## config.mk

```make
export PLATFORM = sky130hd
export DESIGN_NAME = tcp_handshake_initiator
export DESIGN_NICKNAME = d
export VERILOG_FILES = /design/src/rtl/tcp_handshake_initiator.sv
export SDC_FILE = /design/constraint.sdc
export NUM_CORES = 1
export LEC_CHECK = 0
export BUFFER_PORTS_ARGS = -buffer_cell sky130_fd_sc_hd__buf_2
export CAP_MARGIN = 20
export CORE_AREA = 8 8 245 247
export DETAILED_ROUTE_END_ITERATION = 7
export DIE_AREA = 0 0 253 255
export GPL_ROUTABILITY_DRIVEN = 0
export SLEW_MARGIN = 20
export SYNTH_ARGS = -nofsm -noshare
export SYNTH_HDL_FRONTEND = slang
export SYNTH_SLANG_ARGS = --single-unit
```

## constraint.sdc

```tcl
create_clock -name clk -period 5 [get_ports clk]
set_input_delay 0 -clock clk [delete_from_list [all_inputs] [get_ports clk]]
set_output_delay 0 -clock clk [all_outputs]
set_load 0.03 [all_outputs]
```

## src/rtl/tcp_handshake_initiator.sv

```systemverilog
// Client-side TCP three-way handshake: SYN out, matching SYN-ACK in, final ACK out.
// Latency: SYN valid the cycle after start is accepted; ACK valid the cycle after an accepted SYN-ACK.
// Backpressure: tx header held stable while tcp_parser_tx_val & !parser_tcp_tx_rdy; rx side is always ready.

`ifndef IP_ADDR_WIDTH
`define IP_ADDR_WIDTH 32
`endif
`ifndef TCP_HEADER_WIDTH
`define TCP_HEADER_WIDTH 160
`endif

module tcp_handshake_initiator #(
  parameter int unsigned TIMEOUT_CYCLES = 1024,
  parameter int unsigned MAX_RETRIES    = 3,
  parameter logic [15:0] RX_WINDOW      = 16'hFFFF
) (
  input  logic                         clk,
  input  logic                         rst,
  input  logic                         start_val,
  output logic                         start_rdy,
  input  logic [`IP_ADDR_WIDTH-1:0]    start_local_ip,
  input  logic [`IP_ADDR_WIDTH-1:0]    start_remote_ip,
  input  logic [15:0]                  start_local_port,
  input  logic [15:0]                  start_remote_port,
  input  logic [31:0]                  start_isn,
  output logic                         tcp_parser_tx_val,
  input  logic                         parser_tcp_tx_rdy,
  output logic [`IP_ADDR_WIDTH-1:0]    tcp_parser_tx_src_ip,
  output logic [`IP_ADDR_WIDTH-1:0]    tcp_parser_tx_dst_ip,
  output logic [`TCP_HEADER_WIDTH-1:0] tcp_parser_tx_tcp_hdr,
  input  logic                         parser_tcp_rx_hdr_val,
  output logic                         tcp_parser_rx_rdy,
  input  logic [`IP_ADDR_WIDTH-1:0]    parser_tcp_rx_src_ip,
  input  logic [`IP_ADDR_WIDTH-1:0]    parser_tcp_rx_dst_ip,
  input  logic [`TCP_HEADER_WIDTH-1:0] parser_tcp_rx_tcp_hdr,
  output logic                         conn_established,
  output logic                         conn_failed,
  output logic [31:0]                  snd_nxt,
  output logic [31:0]                  rcv_nxt
);

  // Timer only needs to reach TIMEOUT_CYCLES-1; retry counter must hold MAX_RETRIES.
  localparam int TW = (TIMEOUT_CYCLES < 2) ? 1 : $clog2(TIMEOUT_CYCLES);
  localparam int RW = (MAX_RETRIES < 1) ? 1 : $clog2(MAX_RETRIES + 1);
  localparam logic [TW-1:0] TIMER_LAST = TW'(TIMEOUT_CYCLES - 1);
  localparam logic [RW-1:0] RETRY_MAX  = RW'(MAX_RETRIES);

  localparam logic [7:0] FLAG_SYN = 8'h02;
  localparam logic [7:0] FLAG_ACK = 8'h10;

  typedef enum logic [2:0] {
    ST_IDLE,
    ST_SEND_SYN,
    ST_WAIT_SYNACK,
    ST_SEND_ACK,
    ST_ESTABLISHED,
    ST_FAILED
  } state_t;

  state_t                      state_q, state_d;
  logic [`IP_ADDR_WIDTH-1:0]   local_ip_q, local_ip_d;
  logic [`IP_ADDR_WIDTH-1:0]   remote_ip_q, remote_ip_d;
  logic [15:0]                 local_port_q, local_port_d;
  logic [15:0]                 remote_port_q, remote_port_d;
  logic [31:0]                 isn_q, isn_d;
  logic [31:0]                 rcv_nxt_q, rcv_nxt_d;
  logic [31:0]                 snd_nxt_q, snd_nxt_d;
  logic [TW-1:0]               timer_q, timer_d;
  logic [RW-1:0]               retry_q, retry_d;

  // Incoming header fields
  logic [15:0] rx_src_port, rx_dst_port;
  logic [31:0] rx_seq, rx_ack;
  logic        rx_syn, rx_rst, rx_ackf;
  logic        rx_match, rx_synack, rx_rstack;
  logic        unused_rx_bits;

  // Outgoing header fields
  logic [31:0] tx_seq, tx_ack;
  logic [7:0]  tx_flags;
  logic [31:0] isn_plus1;

  assign rx_src_port = parser_tcp_rx_tcp_hdr[159:144];
  assign rx_dst_port = parser_tcp_rx_tcp_hdr[143:128];
  assign rx_seq      = parser_tcp_rx_tcp_hdr[127:96];
  assign rx_ack      = parser_tcp_rx_tcp_hdr[95:64];
  assign rx_ackf     = parser_tcp_rx_tcp_hdr[52];
  assign rx_rst      = parser_tcp_rx_tcp_hdr[50];
  assign rx_syn      = parser_tcp_rx_tcp_hdr[49];

  // Remaining header bits carry nothing the handshake cares about.
  assign unused_rx_bits = ^{parser_tcp_rx_tcp_hdr[63:53], parser_tcp_rx_tcp_hdr[51],
                            parser_tcp_rx_tcp_hdr[48:0]};

  assign isn_plus1 = isn_q + 32'd1;

  // A header belongs to this connection only if the 4-tuple matches and it acknowledges our SYN.
  always_comb begin
    rx_match  = parser_tcp_rx_hdr_val &&
                (state_q == ST_WAIT_SYNACK) &&
                (parser_tcp_rx_src_ip == remote_ip_q) &&
                (parser_tcp_rx_dst_ip == local_ip_q) &&
                (rx_src_port == remote_port_q) &&
                (rx_dst_port == local_port_q) &&
                (rx_ack == isn_plus1);
    rx_synack = rx_match && rx_syn && rx_ackf && !rx_rst;
    rx_rstack = rx_match && rx_rst && rx_ackf;
  end

  // Next-state, counters and transmit header selection.
  always_comb begin
    state_d       = state_q;
    local_ip_d    = local_ip_q;
    remote_ip_d   = remote_ip_q;
    local_port_d  = local_port_q;
    remote_port_d = remote_port_q;
    isn_d         = isn_q;
    rcv_nxt_d     = rcv_nxt_q;
    snd_nxt_d     = snd_nxt_q;
    timer_d       = timer_q;
    retry_d       = retry_q;
    start_rdy     = 1'b0;
    tcp_parser_tx_val = 1'b0;
    tx_seq        = 32'd0;
    tx_ack        = 32'd0;
    tx_flags      = 8'd0;

    case (state_q)
      ST_IDLE, ST_ESTABLISHED, ST_FAILED: begin
        start_rdy = 1'b1;
        if (start_val) begin
          local_ip_d    = start_local_ip;
          remote_ip_d   = start_remote_ip;
          local_port_d  = start_local_port;
          remote_port_d = start_remote_port;
          isn_d         = start_isn;
          retry_d       = '0;
          state_d       = ST_SEND_SYN;
        end
      end

      ST_SEND_SYN: begin
        tcp_parser_tx_val = 1'b1;
        tx_seq            = isn_q;
        tx_flags          = FLAG_SYN;
        if (parser_tcp_tx_rdy) begin
          timer_d = '0;
          state_d = ST_WAIT_SYNACK;
        end
      end

      ST_WAIT_SYNACK: begin
        timer_d = timer_q + 1'b1;
        // An accepted reply in the timeout cycle takes priority over retransmit.
        if (rx_synack) begin
          rcv_nxt_d = rx_seq + 32'd1;
          state_d   = ST_SEND_ACK;
        end else if (rx_rstack) begin
          state_d = ST_FAILED;
        end else if (timer_q == TIMER_LAST) begin
          if (retry_q < RETRY_MAX) begin
            retry_d = retry_q + 1'b1;
            state_d = ST_SEND_SYN;
          end else begin
            state_d = ST_FAILED;
          end
        end
      end

      ST_SEND_ACK: begin
        tcp_parser_tx_val = 1'b1;
        tx_seq            = isn_plus1;
        tx_ack            = rcv_nxt_q;
        tx_flags          = FLAG_ACK;
        if (parser_tcp_tx_rdy) begin
          snd_nxt_d = isn_plus1;
          state_d   = ST_ESTABLISHED;
        end
      end

      default: state_d = ST_IDLE;
    endcase
  end

  // State and latched connection context, cleared by synchronous reset.
  always_ff @(posedge clk) begin
    if (rst) begin
      state_q       <= ST_IDLE;
      local_ip_q    <= '0;
      remote_ip_q   <= '0;
      local_port_q  <= '0;
      remote_port_q <= '0;
      isn_q         <= '0;
      rcv_nxt_q     <= '0;
      snd_nxt_q     <= '0;
      timer_q       <= '0;
      retry_q       <= '0;
    end else begin
      state_q       <= state_d;
      local_ip_q    <= local_ip_d;
      remote_ip_q   <= remote_ip_d;
      local_port_q  <= local_port_d;
      remote_port_q <= remote_port_d;
      isn_q         <= isn_d;
      rcv_nxt_q     <= rcv_nxt_d;
      snd_nxt_q     <= snd_nxt_d;
      timer_q       <= timer_d;
      retry_q       <= retry_d;
    end
  end

  // Header is zero whenever nothing is being offered, so idle/reset outputs read as 0.
  always_comb begin
    tcp_parser_tx_tcp_hdr = '0;
    if (tcp_parser_tx_val) begin
      tcp_parser_tx_tcp_hdr = {local_port_q, remote_port_q, tx_seq, tx_ack,
                               4'd5, 4'd0, tx_flags, RX_WINDOW, 16'd0, 16'd0};
    end
  end

  assign tcp_parser_tx_src_ip = local_ip_q;
  assign tcp_parser_tx_dst_ip = remote_ip_q;
  assign tcp_parser_rx_rdy    = 1'b1;
  assign conn_established     = (state_q == ST_ESTABLISHED);
  assign conn_failed          = (state_q == ST_FAILED);
  assign snd_nxt              = snd_nxt_q;
  assign rcv_nxt              = rcv_nxt_q;

endmodule
```

==> reports/qor.tcl, run 1 <==
set qor(status) {completed}
set qor(switching_share) 0.4485
set qor(timing.reg2reg.setup_slack_ps) 270
set qor(first_global_vias) 15250
set qor(htree_levels) 1
set qor(grt_start_max_net_pins) 105
set qor(hold_path_depth) 6
set qor(timing.critical_path.required_ps) 5440
set qor(detail-route-antenna-nets) 0
set qor(post-layout-total-power_uw) 7167
set qor(syn-cell-area_um2) 13120
set qor(power_per_cell_area_nw_per_um2) 370.2
set qor(floorplan.die_area_um2) 64520
set qor(final_hold_viol_count) 0
set qor(worstHoldEndpoint) {retry_q[0]$_SDFFE_PP0P_}
set qor(async_flop_share) 0
set qor(max_slew.worst_pin.slew_ps) 1003
set qor(worstSetupEndpointType) {flip-flop}
set qor(worst_slew_margin_relative_to_its_limit) 0.3312
set qor(number_of_core_rows) 87
set qor(timing.critical_path.fanout_max) 33
set qor(slew_violations) 0
set qor(hp-class) {input port to flip-flop}
set qor(grt_util_all_layers) 0.1940
set qor(share_clk_of_total_power) 0.274
set qor(nNetsFinal) 2808
set qor(clock_path_buffers) 3
set qor(worstRegToRegCells) 12
set qor(reg2reg_to) {rcv_nxt[2]$_SDFFE_PP0P_}
set qor(cts_sinks) 207
set qor(totalWireLength_um) 66670
set qor(dominantRegCellSynth) {sky130_fd_sc_hd__dfxtp_1}
set qor(cts_buffers) 27
set qor(report.final.setup_viol) 0
set qor(post_route_cells_drive_above_1_share) 0.2543
set qor(post-route-drc-count) 0
set qor(seqPwrFrac) 0.306
set qor(rsz0062_at_grt) {no}
set qor(dr_total_vias) 15260
set qor(timing.critical_path.max_delay_family) {simple AND/OR/NAND/NOR gates}
set qor(fin_util) 0.3460
set qor(netlist.top_cell.by_area) {sky130_fd_sc_hd__dfxtp_1}
set qor(netlist.area_leader.share) 0.3158
set qor(cts-resized-gates) 0
set qor(synth.distinct_cells) 67
set qor(numPortBuffers) 543
set qor(hold_buffer_count_at_cts) 229
set qor(max_stage_delay_ps) 590
set qor(peak_supply_drop_v) 0.0003874
set qor(drt_pre_antenna_iters) 5
set qor(timing.clock.skew_ps) 11.08
set qor(critical_path_class) {flip-flop to flip-flop}
set qor(reg2reg_from) {isn_q[1]$_SDFFE_PP0P_}
set qor(min_from) {start_val}
set qor(switching_power_uw) 3214
set qor(cts_tree) {done}
set qor(internal-power_uw) 3953
set qor(grt_pass1_wl_um) 96640
set qor(clock_insertion_delay_worst_skew_ps) 570
set qor(netlist_top_cells_area) {sky130_fd_sc_hd__dfxtp_1 (32%), sky130_fd_sc_hd__nand2_1 (8.9%), sky130_fd_sc_hd__xnor2_1 (7.7%)}
set qor(antenna_found_initial) 12
set qor(drv.max_cap_violation_count) 0
set qor(ys_seq_elements) 207
set qor(num_io_pins) 650
set qor(synthesis.area_per_instance_um2) 7.451
set qor(cts_setup_buffers) 0
set qor(drt_iter0_markers) 1089
set qor(netlist_top_cells_count) {sky130_fd_sc_hd__nand2_1 (311), sky130_fd_sc_hd__dfxtp_1 (207), sky130_fd_sc_hd__a21oi_1 (158)}
set qor(final_period_minus_worst_setup_slack_ps) 4732
set qor(setup_tns_ps) 0
set qor(synth-seq-area-share) 0.3158
set qor(clkTransAtPathRegs_ps) 60
set qor(timing.critical_path.slowest_stage_cell) {sky130_fd_sc_hd__dlygate4sd3_1}
set qor(clockRootBuffer) {sky130_fd_sc_hd__clkbuf_16}
set qor(setup.worst_path.start_class) {flip-flop}
set qor(syn2layout_area_growth_pct) 47.54
set qor(detailedPlacementHpwl_um) 51770
set qor(routedWlPerCell_um) 20.69
set qor(critPathLaunch) {isn_q[1]$_SDFFE_PP0P_}
set qor(route.detailed.vias_per_inst) 4.736
set qor(share_comb_of_total_power) 0.421
set qor(fmax_mhz) 211.3
set qor(edff_count_synth) 0
set qor(p_leak_uw) 0.008286
set qor(die-height_um) 255
set qor(core_area_um2) 55950
set qor(final.period_utilization) 0.9464
set qor(post_synth_inst_count) 1761
set qor(initial_utilization) 0.2345
set qor(cp_data_arrival_time_ps) 5180
set qor(cp_cell_sequence) {ha_1 > xnor2_1 > xor2_1 > nor3b_1 > nand4_1 > a2111o_1 > or4b_4 > nor4_4 > buf_12 > mux2i_1 > nor2_1 > dlygate4sd3_1}
set qor(post-synth-top-count-cell) {sky130_fd_sc_hd__nand2_1}
set qor(die_width_um) 253
set qor(yosys_warnings) 0
set qor(critical_path.n_buffers_inverters) 2
set qor(grt_overflow) 0
## power by group through the flow
stage / clock network (µW) / registers, µW / logic [µW]
6_report: 1960 / 2190 / 3020
5_1_grt: 2080 / 2230 / 3260
4_1_cts: 2030 / 2190 / 3040
3_5_place_dp: 0 / 2220 / 2880
3_3_place_gp: 0 / 2210 / 2870
2_1_floorplan: 0 / 2270 / 1890
## cell type report
cell class,instances,area [µm²]
repair buffers,795,5214
diodes,1,2.502
multi-input cells,1398,8115
inverters,18,67.56
flip-flops and latches,207,4145
clock inverters,15,151.4
clock buffers,33,718.2
fillers,5952,36590
well taps,756,945.9
## metal layers
layer	track usage	routed length, µm	vias to the layer above
met3	0.04802	5193	115
met5	0	59	-
met4	0.07051	2728	10
met1	0.2303	26570	7173
li1	-	-	7341
met2	0.3374	32120	625
## per-stage QoR
step	setup WS [ps]	area (µm²)	cells	hold WS, ps
floorplan	1340	13280	1804	136.0
global placement	837.5	16200	2945	243.4
detailed placement	789.7	16200	2945	244.3
CTS	233.3	19360	3222	53.76
global route	2.847	19360	3223	112.2
finish	268.0	19360	3223	94.17
## registers in the layout (all words and copies together) (netlist names)
signal	flops
rcv_nxt	32
retry_q	2
isn_q	32
local_port_q	16
remote_port_q	16
snd_nxt	32
timer_q	10
state_q	3
tcp_parser_tx_dst_ip	32
tcp_parser_tx_src_ip	32
## worst register-to-register path, stage by stage (launching register included)
cell and delay [ps]:
sky130_fd_sc_hd__dfxtp_1 450, sky130_fd_sc_hd__ha_1 270, sky130_fd_sc_hd__xnor2_1 190, sky130_fd_sc_hd__xor2_1 380
sky130_fd_sc_hd__nor3b_1 420, sky130_fd_sc_hd__nand4_1 360, sky130_fd_sc_hd__a2111o_1 500, sky130_fd_sc_hd__or4b_4 580
sky130_fd_sc_hd__nor4_4 270, sky130_fd_sc_hd__buf_12 290, sky130_fd_sc_hd__mux2i_1 270, sky130_fd_sc_hd__nor2_1 60
sky130_fd_sc_hd__dlygate4sd3_1 590
## logic make-up after synthesis
kind of cell | share of synthesized area
adders and majority gates | 0.003814
buffers and inverters | 0.07943
DFF | 0.3158
other | 0.0005724
and+or+nand+nor | 0.3354
AOI/OAI and AO/OA | 0.1215
muxes | 0.02746
xor gates and xnor gates | 0.1160
## worst max path at each step
stage / endpoint / cells after the start / slack, ps
3_5_place_dp: rcv_nxt[8]$_SDFFE_PP0P_ / 11 / 790
4_1_cts: rcv_nxt[8]$_SDFFE_PP0P_ / 12 / 230
5_1_grt: rcv_nxt[8]$_SDFFE_PP0P_ / 12 / 3
6_report: rcv_nxt[2]$_SDFFE_PP0P_ / 12 / 270
3_3_place_gp: rcv_nxt[3]$_SDFFE_PP0P_ / 11 / 840
2_1_floorplan: rcv_nxt[10]$_SDFFE_PP0P_ / 12 / 1340
## cell usage in the layout, fill, tap and decap left out, types with 5 or more instances in the layout
cell | Yosys | layout
sky130_fd_sc_hd__a311oi_1 | 5 | 5
sky130_fd_sc_hd__nor3b_1 | 6 | 5
sky130_fd_sc_hd__a21oi_1 | 158 | 158
sky130_fd_sc_hd__o21ai_0 | 24 | 24
sky130_fd_sc_hd__buf_4 | 67 | 21
sky130_fd_sc_hd__nand3_1 | 49 | 49
sky130_fd_sc_hd__buf_2 | 11 | 542
sky130_fd_sc_hd__nand4_1 | 58 | 58
sky130_fd_sc_hd__or3_1 | 17 | 17
sky130_fd_sc_hd__or4_1 | 14 | 14
sky130_fd_sc_hd__nor2_1 | 145 | 145
sky130_fd_sc_hd__a2111oi_0 | 5 | 5
sky130_fd_sc_hd__nor3_1 | 26 | 26
sky130_fd_sc_hd__nand2b_1 | 49 | 49
sky130_fd_sc_hd__a211oi_1 | 35 | 35
sky130_fd_sc_hd__and3_1 | 48 | 46
sky130_fd_sc_hd__clkinv_2 | 0 | 6
sky130_fd_sc_hd__and4_1 | 9 | 9
sky130_fd_sc_hd__o2111ai_1 | 7 | 7
sky130_fd_sc_hd__nor2b_1 | 39 | 39
sky130_fd_sc_hd__and2_1 | 42 | 42
sky130_fd_sc_hd__conb_1 | 2 | 45
sky130_fd_sc_hd__clkbuf_16 | 0 | 27
sky130_fd_sc_hd__xnor2_1 | 116 | 116
sky130_fd_sc_hd__dlygate4sd3_1 | 0 | 229
sky130_fd_sc_hd__mux2i_1 | 36 | 36
sky130_fd_sc_hd__nand2_1 | 311 | 310
sky130_fd_sc_hd__nor4_1 | 38 | 38
sky130_fd_sc_hd__xor2_1 | 50 | 50
sky130_fd_sc_hd__inv_1 | 18 | 17
sky130_fd_sc_hd__dfxtp_1 | 207 | 206
sky130_fd_sc_hd__a31oi_1 | 5 | 5
sky130_fd_sc_hd__nand4b_1 | 6 | 6
No activity file was read; power rests on OpenSTA's default activity.
==> run 2, diff against run 1 <==
- clock period: 5 -> 4.8 ns (I/O delays scaled with it)
==> run 2 against run 1 <==
Total power grew 7.6%. Global-route usage shrank 0.083 points. Setup slack better by 12 ps. Die area did not move. Sequential cell count unchanged. Critical path depth unchanged. Design area shrank 0.73%. Critical endpoint is now rcv_nxt[4]$_SDFFE_PP0P_.
==> reports/qor.tcl, run 2 (synthesized netlist as in run 1, its figures left out) <==
set qor(cts_sinks) 207
set qor(initial_utilization) 0.2345
set qor(hp-class) {input port to flip-flop}
set qor(final.period_utilization) 0.9417
set qor(htree_levels) 1
set qor(number_of_core_rows) 87
set qor(die-height_um) 255
set qor(timing.critical_path.required_ps) 5250
set qor(setup.worst_path.start_class) {flip-flop}
set qor(hold-worst-slack_ps) 36.21
set qor(power_per_cell_area_nw_per_um2) 401.4
set qor(grt_util_all_layers) 0.1932
set qor(report.final.setup_viol) 0
set qor(syn2layout_area_growth_pct) 46.47
set qor(post_route_cells_drive_above_1_share) 0.2612
set qor(clock_insertion_delay_worst_skew_ps) 580
set qor(rsz0062_at_grt) {no}
set qor(cts_buffers) 28
set qor(peak_supply_drop_v) 0.0003807
set qor(max_stage_delay_ps) 600
set qor(drt_iter0_markers) 1029
set qor(mostFrequentLayoutCell) {sky130_fd_sc_hd__buf_2}
set qor(status) {completed}
set qor(worst_slew_margin_relative_to_its_limit) 0.3183
set qor(detailedPlacementHpwl_um) 51960
set qor(routedWlPerCell_um) 20.92
set qor(worstSetupEndpointType) {flip-flop}
set qor(drv.max_cap_violation_count) 0
set qor(fmax_mhz) 221.2
set qor(timing.clock.skew_ps) 19.88
set qor(nNetsFinal) 2779
set qor(grt_start_max_net_pins) 102
set qor(cp_data_arrival_time_ps) 4970
set qor(setup_tns_ps) 0
set qor(max_slew.worst_pin.slew_ps) 1013
set qor(numPortBuffers) 543
set qor(floorplan.die_area_um2) 64520
set qor(die_width_um) 253
set qor(cp_cell_sequence) {nand3_1 > buf_4 > or4_1 > or3_1 > a21oi_1 > o2111ai_1 > or4b_4 > nor4_4 > clkbuf_16 > mux2i_1 > nor2_1 > dlygate4sd3_1}
set qor(slew_violations) 0
set qor(grt_overflow) 0
set qor(timing.critical_path.slowest_stage_cell) {sky130_fd_sc_hd__or4_1}
set qor(layout.cells.most_common_list) {sky130_fd_sc_hd__buf_2 (542), sky130_fd_sc_hd__nand2_1 (310), sky130_fd_sc_hd__dfxtp_1 (205)}
set qor(critical_path_class) {flip-flop to flip-flop}
set qor(num_io_pins) 650
set qor(antenna_found_initial) 21
set qor(dpl_cell_area_um2) 16220
set qor(number_of_fill_cells_in_the_layout) 6081
set qor(route.detailed.vias_per_inst) 4.757
set qor(clkTransAtPathRegs_ps) 60
set qor(core_area_um2) 55950
set qor(final_period_minus_worst_setup_slack_ps) 4520
set qor(cts_tree) {done}
set qor(final_cell_area_um2) 19220
set qor(timing.critical_path.max_delay_family) {simple AND/OR/NAND/NOR gates}
set qor(post-route-drc-count) 0
set qor(timing.critical_path.fanout_max) 17
set qor(grt_pass1_wl_um) 95290
set qor(p_leak_uw) 0.008153
set qor(drt_pre_antenna_iters) 5
set qor(clockRootBuffer) {sky130_fd_sc_hd__clkbuf_16}
set qor(detail-route-antenna-nets) 0
set qor(critical_path.n_buffers_inverters) 3
set qor(final_hold_viol_count) 0
set qor(first_global_vias) 14910
set qor(clock_path_buffers) 3
set qor(dr_total_vias) 15220
set qor(totalWireLength_um) 66940
## run 2: final cells by class
type	instances	area, µm²	share of cell area
multi-input cells	1398	8123	0.4227
repair buffers	765	4922	0.2561
flip-flops and latches	207	4146	0.2158
well taps	756	945.9	0.04922
clock buffers	39	843.3	0.04388
clock inverters	8	150.1	0.007813
inverters	18	67.56	0.003516
diodes	8	20.02	0.001042
## run 2: metal layers
metal	global-route usage	share of wire	up-vias
met4	0.07610	0.041	14
met5	0	0.0014	-
met1	0.2319	0.40	7092
met3	0.04569	0.077	122
met2	0.3315	0.48	690
li1	-	-	7300
## run 2: where the power goes
group	internal, µW	switching [µW]
registers	1950	329
clock network	1420	851
logic	988	2170
total	4370	3350
## run 2: through the flow
step,setup slack (ps),cells,utilization,total power [µW]
after floorplan,1140,1804,-,4332
after global placement,799.5,2947,0.2900,5313
after detailed placement,739.4,2947,0.2900,5326
after CTS,214.0,3188,0.3424,7797
after global routing,29.19,3196,0.3434,8121
final,280.0,3199,0.3435,7714
## run 2: final timing paths
check / end / cells past startpoint / slack [ps] / start
setup / recovery: rcv_nxt[4]$_SDFFE_PP0P_ / 12 / 280 / isn_q[3]$_SDFFE_PP0P_
hold / removal: timer_q[0]$_SDFFE_PP0P_ / 4 / 40 / parser_tcp_tx_rdy
setup reg to reg: rcv_nxt[4]$_SDFFE_PP0P_ / 12 / 280 / isn_q[3]$_SDFFE_PP0P_
hold reg to reg: timer_q[5]$_SDFFE_PP0P_ / 1 / 470 / timer_q[5]$_SDFFE_PP0P_
## run 2: tightest hold or removal path: stages
cell                      delay, ps
sky130_fd_sc_hd__buf_2          110
sky130_fd_sc_hd__a21oi_1        220
sky130_fd_sc_hd__a21oi_1        180
sky130_fd_sc_hd__nor2_1          40
## run 2: timing repair
action / 4_1_cts / 5_1_grt
resized for setup: 0 / 4
hold buffers: 194 / 0
buffers inserted: 0 / 2
endpoints found under the hold margin: 161 / 0
endpoints found under the setup margin: 0 / 5
